$ cat config.mk
export PLATFORM = sky130hd
export DESIGN_NAME = mac_tile_dual
export DESIGN_NICKNAME = d
export VERILOG_FILES = /design/src/rtl/mac_tile_dual.sv
export SDC_FILE = /design/constraint.sdc
export NUM_CORES = 1
export LEC_CHECK = 0
export ABC_AREA = 1
export CAP_MARGIN = 0
export CELL_PAD_IN_SITES_DETAIL_PLACEMENT = 0
export CELL_PAD_IN_SITES_GLOBAL_PLACEMENT = 2
export CORE_UTILIZATION = 34
export DETAILED_ROUTE_END_ITERATION = 10
export GPL_TIMING_DRIVEN = 0
export PLACE_DENSITY = 0.89
export SYNTH_ARGS = -nofsm -noshare
export SYNTH_HDL_FRONTEND = slang
export SYNTH_SLANG_ARGS = --single-unit
export TNS_END_PERCENT = 100
$ cat constraint.sdc
create_clock -name clk -period 4.5 [get_ports clk]
set_clock_uncertainty 0.05 [all_clocks]
set_input_delay 0.9 -clock clk [delete_from_list [all_inputs] [get_ports clk]]
set_output_delay 0.9 -clock clk [all_outputs]
set_load 0.03 [all_outputs]
$ cat src/rtl/mac_tile_dual.sv
// mac_tile_dual: one processing element of a systolic array that can run either
// weight-stationary (WS) or output-stationary (OS) dataflow, selected at runtime.
// Activations and instructions move west->east, psums/weights move north->south.
// Every output is registered, so each input reaches its output one cycle later.
module mac_tile_dual #(
    parameter int bw      = 4,   // activation (unsigned) / weight (signed) width
    parameter int psum_bw = 16,  // signed partial-sum / accumulator width
    parameter bit SAT     = 1'b0 // 0: wrap modulo 2^psum_bw, 1: clamp to signed range
) (
    input  logic               clk,
    input  logic               reset,   // asynchronous, active-low
    input  logic               mode,    // 0 = WS, 1 = OS
    input  logic [bw-1:0]      in_w,
    output logic [bw-1:0]      out_e,
    input  logic [2:0]         inst_w,  // [0] load, [1] execute, [2] flush/reload
    output logic [2:0]         inst_e,
    input  logic [psum_bw-1:0] in_n,
    output logic [psum_bw-1:0] out_s
);

    typedef enum logic [1:0] {
        EMPTY  = 2'd0,   // WS, no weight latched yet
        WS_RDY = 2'd1,   // WS, stationary weight held in b_q
        OS_RUN = 2'd2    // OS, accumulating into acc_q
    } state_t;

    state_t             state_q, state_d;
    logic               mode_q;
    logic [bw-1:0]      b_q, b_d;          // stationary weight (WS)
    logic [bw-1:0]      a_q, a_d;          // activation forwarded east
    logic [psum_bw-1:0] acc_q, acc_d;      // stationary accumulator (OS)
    logic [psum_bw-1:0] out_s_q, out_s_d;
    logic [2:0]         inst_e_q, inst_e_d;

    // base + (unsigned a) * (signed b), evaluated one bit wider than the psum so
    // overflow is visible, then wrapped or clamped depending on SAT.
    // Operands are explicitly zero/sign-extended to psum_bw+1 bits; the low
    // psum_bw+1 bits of the modular product are then the exact signed product.
    function automatic logic [psum_bw-1:0] mac_fn(
        input logic [psum_bw-1:0] base,
        input logic [bw-1:0]      a,
        input logic [bw-1:0]      b
    );
        logic [psum_bw:0] a_x;
        logic [psum_bw:0] b_x;
        logic [psum_bw:0] prod_x;
        logic [psum_bw:0] sum_x;
        logic [psum_bw-1:0] res;
        a_x    = {{(psum_bw + 1 - bw){1'b0}}, a};
        b_x    = {{(psum_bw + 1 - bw){b[bw-1]}}, b};
        prod_x = a_x * b_x;
        sum_x  = {base[psum_bw-1], base} + prod_x;
        res    = sum_x[psum_bw-1:0];
        // Top two bits disagree -> result left the psum_bw signed range.
        if (SAT && (sum_x[psum_bw] != sum_x[psum_bw-1])) begin
            if (sum_x[psum_bw]) begin
                res = {1'b1, {(psum_bw - 1){1'b0}}};
            end else begin
                res = {1'b0, {(psum_bw - 1){1'b1}}};
            end
        end
        return res;
    endfunction

    // State and datapath registers; cleared immediately when reset drops.
    always_ff @(posedge clk or negedge reset) begin
        if (!reset) begin
            state_q  <= EMPTY;
            mode_q   <= 1'b0;
            b_q      <= '0;
            a_q      <= '0;
            acc_q    <= '0;
            out_s_q  <= '0;
            inst_e_q <= '0;
        end else begin
            state_q  <= state_d;
            mode_q   <= mode;
            b_q      <= b_d;
            a_q      <= a_d;
            acc_q    <= acc_d;
            out_s_q  <= out_s_d;
            inst_e_q <= inst_e_d;
        end
    end

    // Next-state and next-output decode for both dataflows.
    always_comb begin
        state_d  = state_q;
        b_d      = b_q;
        a_d      = a_q;
        acc_d    = acc_q;
        out_s_d  = out_s_q;
        inst_e_d = inst_e_q;

        if (mode != mode_q) begin
            // Dataflow switch: the cycle's instruction is dropped so that a
            // half-issued operation never leaks into the new mode. The
            // activation register is left alone since no load/exec took place.
            state_d  = mode ? OS_RUN : EMPTY;
            acc_d    = '0;
            inst_e_d = '0;
            out_s_d  = '0;
        end else begin
            if (inst_w[0] | inst_w[1]) begin
                a_d = in_w;
            end
            // Execute and flush always travel east; the load bit is only
            // forwarded once this tile already owns a weight.
            inst_e_d = {inst_w[2], inst_w[1], 1'b0};

            case (state_q)
                EMPTY: begin
                    // No weight yet: psums pass straight through.
                    out_s_d = in_n;
                    if (inst_w[2]) begin
                        b_d = '0;
                    end else if (inst_w[0]) begin
                        // First load pulse is consumed here, not forwarded.
                        b_d     = in_w;
                        state_d = WS_RDY;
                    end
                end
                WS_RDY: begin
                    inst_e_d[0] = inst_w[0];
                    out_s_d     = in_n;
                    if (inst_w[2]) begin
                        // Reload request: drop the weight and wait for a new load.
                        b_d     = '0;
                        state_d = EMPTY;
                    end else if (inst_w[1]) begin
                        out_s_d = mac_fn(in_n, in_w, b_q);
                    end
                end
                OS_RUN: begin
                    if (inst_w[2]) begin
                        // Column drain: emit our sum, take the one from above.
                        out_s_d = acc_q;
                        acc_d   = in_n;
                    end else if (inst_w[1]) begin
                        // Weight arrives from north in the low bits and is
                        // passed on south for the next row.
                        acc_d   = mac_fn(acc_q, in_w, in_n[bw-1:0]);
                        out_s_d = {{(psum_bw - bw){1'b0}}, in_n[bw-1:0]};
                    end
                end
                default: begin
                    state_d = EMPTY;
                end
            endcase
        end
    end

    assign out_e  = a_q;
    assign inst_e = inst_e_q;
    assign out_s  = out_s_q;

endmodule

; ---- After elaboration in Yosys (flattened, before gate mapping)
; Cells that the tools add are included.
[word_totals]
ff_bits = 46
inputBits = 26
output_inout_bits = 23
word_cells = 55
[classes]
n_mux = 22
eq_ne = 10
add_sub_neg = 2
n_reduce_logical = 10
n_mul = 2
n_bitwise = 2
[ops]
columns = operator, count
row1 = 16-bit two-way mux, 9
row2 = 16-bit one-hot mux with 3 select lines, 1
row3 = 16-bit by 9-bit adder with 16-bit output, 2
row4 = 5-bit by 4-bit multiplier with 9-bit output, 2
row5 = 4-bit two-way mux, 3
row6 = "3-bit inequality test, second input constant", 4
row7 = 2-bit two-way mux, 5
row8 = 4-bit one-hot mux with 2 select lines, 1
row9 = 4-bit AND reduction, 2
row10 = 2-bit one-hot mux with 3 select lines, 1
row11 = 2-bit AND reduction, 3
row12 = "2-bit inequality test, second input constant", 2
row13 = "4-bit inequality test, second input constant", 1
row14 = 2-bit nonzero test, 2
row15 = 4-bit nonzero test, 1
row16 = 3-bit two-way mux, 1
row17 = 3-bit nonzero test, 1
row18 = "2-bit by 1-bit == test with 1-bit output, second input constant", 1
row19 = "2-bit == test, second input constant", 1
row20 = 2-bit logical NOT, 1
row21 = 1-bit two-way mux, 1
row22 = 1-bit inequality test, 1
row23 = 1-bit NOT, 1
row24 = 1-bit OR, 1

; ---- Logic depth before layout (Yosys ltp)
; Gate-level depths: netlist (run 1).
[depth]
word_depth = 6
depth_mapped = 21
ltp_nobuf = 20

; ---- Least setup slack after synthesis (run 1)
; OpenSTA, ideal clock, no wires.
[synth_timing]
kind = in2reg
start = in in_w[1]
end = reg out_s_q[10], in the netlist out_s[10]
n_path_buf = 1
slack_ns = 0.391
path_stages = 16
required_time_ns = 4.385
arrival_ns = 3.993
setup_time_ns = 0.065
cell_sequence = clkbuf_1 nand2_1 fa_1 fa_1 fa_1 inv_1 fa_1 nand3_1 nand3_1 nand2_1 nand2_1 nand2_1 nand2_1 o21ai_0 nand3_1 nand2_1
[synth_via]
elab_chain_cells = 6
[synth_lines]
columns = element, line_no
row1 = "start, declared", 13  ; input logic [bw-1:0] in_w,
row2 = 5-bit by 4-bit multiplier with 9-bit output, 51  ; prod_x = a_x * b_x;
row3 = 16-bit by 9-bit adder with 16-bit output, 52  ; sum_x = {base[psum_bw-1], base} + prod_x;
row4 = 16-bit two-way mux, 130  ; end else if (inst_w[1]) begin
row5 = 16-bit two-way mux, 126  ; if (inst_w[2]) begin
row6 = 16-bit one-hot mux with 3 select lines, 111  ; case (state_q)
row7 = 16-bit two-way mux, 95  ; if (mode != mode_q) begin
row8 = "end signal, assigned", 81  ; out_s_q <= out_s_d;
row9 = "end, declared", 32  ; logic [psum_bw-1:0] out_s_q, out_s_d;
; Every way passes these cells.
; A chain may end at the register's enable or synchronous reset.

; ---- Final worst setup path (run 1)
[layout_timing]
start = in in_w[0]
end = reg out_s_q[6], in the netlist out_s[6]
; Same word-level chain as after synthesis.

==> key figures, run 1 <==
Run status
  – Status: complete, no violations

Route
  – DRC violation count after routing: 0
  – Final ANT Viol Nets: 0
  – WL final: about 14000 um
  – Vias/cell: around 4.8
  – WL/cell: 14.12 um
  – Vias: between 4000 and 5000
  – First-pass detailed-route iteration total: 5
  – Violation count after the first detailed-routing iteration: 199

Critical path
  – CP delay by family, top: adder cells
  – Crit path launch type: input port
  – CP max FO: 8
  – WP buf/inv: 3
  – CP Cell Sequence: clkbuf_2 -> inv_2 -> nand2_1 -> fa_1 -> fa_1 -> fa_1 -> inv_1 -> fa_1 -> nand3_1 -> nand3_1 -> xnor2_1 -> nand2_1 -> nand2_1 -> nand3_1 -> nand3_1 -> nand2_1
  – CP peak stage delay: around 0.54 ns
  – Data required, critical path: between 4 and 5 ns
  – Critical path class: in -> reg
  – Critical Path End Type: register
  – Crit path arrival time: around 4.4 ns
  – Slowest CP cell: fa_1

Clock network
  – Num CTS Buffers: 5
  – Clock sink count: between 40 and 50
  – H-tree levels: 2
  – Clock-pin slew on the worst setup and hold paths: 0.06 ns
  – CTS tree: yes
  – Root Driver: clkbuf_16
  – Clock buffer depth: 2
  – Clk_lat worst skew: ~0.29 ns

STA
  – Setup TNS: 0 ns
  – RSZ-0062 raised after global routing: no
  – Fin crit period: roughly 4.3 ns
  – Max_slew headroom: approximately 67%
  – Slew Limit Fails: 0
  – Final Hold Viols: 0
  – Fin crit share: 95.34%
  – Worst slew pin tran: between 0.4 and 0.5 ns
  – Final setup violation count: 0
  – Fmax: ~0.23 GHz

GRT
  – Largest net degree at the start of global routing: 29
  – Vias in the first global route: 4972
  – GR Layer Usage met3: about 1.7%
  – Met1 Use GR: between 20% and 30%
  – GRT overflow: 0
  – Most used routing layer: met2
  – M2 GR Usage: between 30% and 40%
  – Gr usage total: 19.28%
  – Initial antenna violation count: 0
  – First-pass GRT wire length: 24650 um

Finish
  – Final core occ: between 40% and 50%
  – Layout cells sized above 1: under 10%
  – Ant diodes: 0
  – Fill cell count: about 1600
  – Fin nets: 942
  – Commonest non-fill, non-tap cell in the layout: nand2_1
  – Commonest non-fill, non-tap cells in the layout: 218 x nand2_1, 117 x inv_1, 82 x ha_1
  – Area Growth Syn to Fin: 16.65%

Synth
  – Mapped Nets: 889
  – Cell taking the most area after synthesis: dfrtp_1
  – Post-synth top area share: about 22%
  – Mapped Area: around 5300 um^2
  – Mean Syn Cell Area: 7.039 um^2
  – Library cells used by synthesis: 40
  – Seq/Total Area, Yosys: between 20% and 30%
  – Synthesized instance count: around 760
  – Yosys warning count: 0
  – Largest cells by area after synthesis: dfrtp_1 22%, ha_1 19%, nand2_1 15%, inv_1 8.4%, fa_1 8.2%
  – Post-synthesis register bit count: between 40 and 50

Die
  – Initial Util: a little over a third
  – Die area: 16220 um^2
  – Die Ht: 127.4 um
  – Core area: approximately 15000 um^2
  – Io pins: 49
  – Die Wd: ~130 um
  – Row Count: 45

Power and ir drop
  – Worst VDD drop: between 200 and 250 uV
  – PD cells: roughly 660 nW/um^2
  – P_leak: between 3 and 4 nW

Placed design
  – RePlAce Congestion: about 0.84
  – Hpwl dp: approximately 12000 um
  – IO buf count: 43

Flow run
  – Max_cap viols: 0

Hold path
  – HP Class: reg -> reg
-- area by class of cell --
class	count	area [um^2]	share of cell area [%]
well taps	211	264.0	4.236
repair buffers	46	465.4	7.468
flip-flops and latches	46	1151	18.47
clock buffers	6	138.9	2.228
inverters	134	510.5	8.191
plain buffers	14	78.83	1.265
clock inverters	2	12.51	0.2008
multi-input cells	565	3611	57.94
-- routing by layer --
metal | vias to the layer above | wire length, um
met4 | 0 | 210
met1 | 2267 | 7090
met3 | 12 | 456
met5 | - | 0
met2 | 71 | 6706
li1 | 2537 | -
-- flip-flops by register name, indices dropped and copies added (netlist names) --
register and cells:
mode_q 1, out_s 16, b_q 4, state_q 2, out_e 4, acc_q 16, inst_e 3
-- stage by stage --
| stage | hold slack, ns | worst slack [ns] | instance area [um^2] | power [mW] | cells |
|---|---|---|---|---|---|
| global route | 0.4529 | 0.001458 | 6232 | 4.641 | 1024 |
| detailed placement | 0.4227 | -0.7855 | 6052 | 3.737 | 1014 |
| finish | 0.4343 | 0.2097 | 6232 | 4.110 | 1024 |
| CTS | 0.4396 | 0.01281 | 6205 | 4.149 | 1022 |
| floorplan | 0.4366 | 0.3914 | 5343 | 2.937 | 759 |
| global placement | 0.4207 | -0.7595 | 6037 | 3.704 | 1013 |
-- worst register-to-register path, stage by stage, from the launching register on --
cell	delay [ns]
dfrtp_1	0.61
inv_2	0.16
nor2_1	0.17
fa_1	0.43
fa_1	0.52
inv_1	0.05
fa_1	0.53
inv_1	0.04
ha_1	0.36
nand2_1	0.12
nand2_1	0.06
nand2_1	0.06
nand3_1	0.21
nand2_1	0.15
nand3b_1	0.09
nand3_1	0.13
nand2_1	0.06
nand2_1	0.08
nand2_1	0.06
-- power breakdown --
part	switching (mW)	internal, mW
Sequential	0.137	0.571
Combinational	1.89	1.13
Clock	0.166	0.220
-- worst paths after layout --
path	startpoint	end	slack, ns	depth (start not counted)
setup / recovery	in_w[0]	out_s[6]	0.21	16
hold / removal	out_s[10]	out_s[10]	0.43	2
setup reg to reg	b_q[3]	out_s[9]	0.46	18
hold reg to reg	out_s[10]	out_s[10]	0.43	2
max in group asynchronous	reset	out_s[14]	3.39	2
min in group asynchronous	reset	out_e[3]	0.50	1
-- kinds of logic after synthesis --
kind of cell    after synthesis  synth area share (%)
compound gates              103                 11.59
mux                           3                0.6323
flops                        46                 21.55
fa+ha+maj                   104                 27.45
simple gates                348                 26.77
buf+inv                     148                 10.87
xor+xnor                      7                 1.148
-- synth_stat cells, drive strengths merged --
cell type  instances
nand2            225
inv              133
ha                82
nor2              64
a21oi             49
dfrtp             46
nand3             46
o21ai             29
fa                22
buf                9
a221oi             8
nand4              6
clkbuf             5
a22o               4
o22ai              4
xnor2              4
mux2               3
or2                3
xor2               3
a211oi             2
a22oi              2
nand3b             2
a21o               1
and2               1
clkinv             1
nor3               1
o21a               1
o21bai             1
o221ai             1
o32ai              1
-- what timing repair did --
item,4_1_cts,5_1_grt
hold buffers,0,0
buffers inserted,0,2
gates cloned,0,0
endpoints found under the hold margin,0,0
setup endpoints to repair,24,17
resized for setup,3,16
Power figures use the tool's default switching activity.
==> run 2: changes to the inputs <==
--- a/config.mk
+++ b/config.mk
@@ -13,6 +13,8 @@
 export DETAILED_ROUTE_END_ITERATION = 10
 export GPL_TIMING_DRIVEN = 0
 export PLACE_DENSITY = 0.89
+export SKIP_CTS_REPAIR_TIMING = 1
+export SLEW_MARGIN = 10
 export SYNTH_ARGS = -nofsm -noshare
 export SYNTH_HDL_FRONTEND = slang
 export SYNTH_SLANG_ARGS = --single-unit
==> results of run 2 <==
Same layout as run 1: the final DEF is identical, and so are final timing and power.
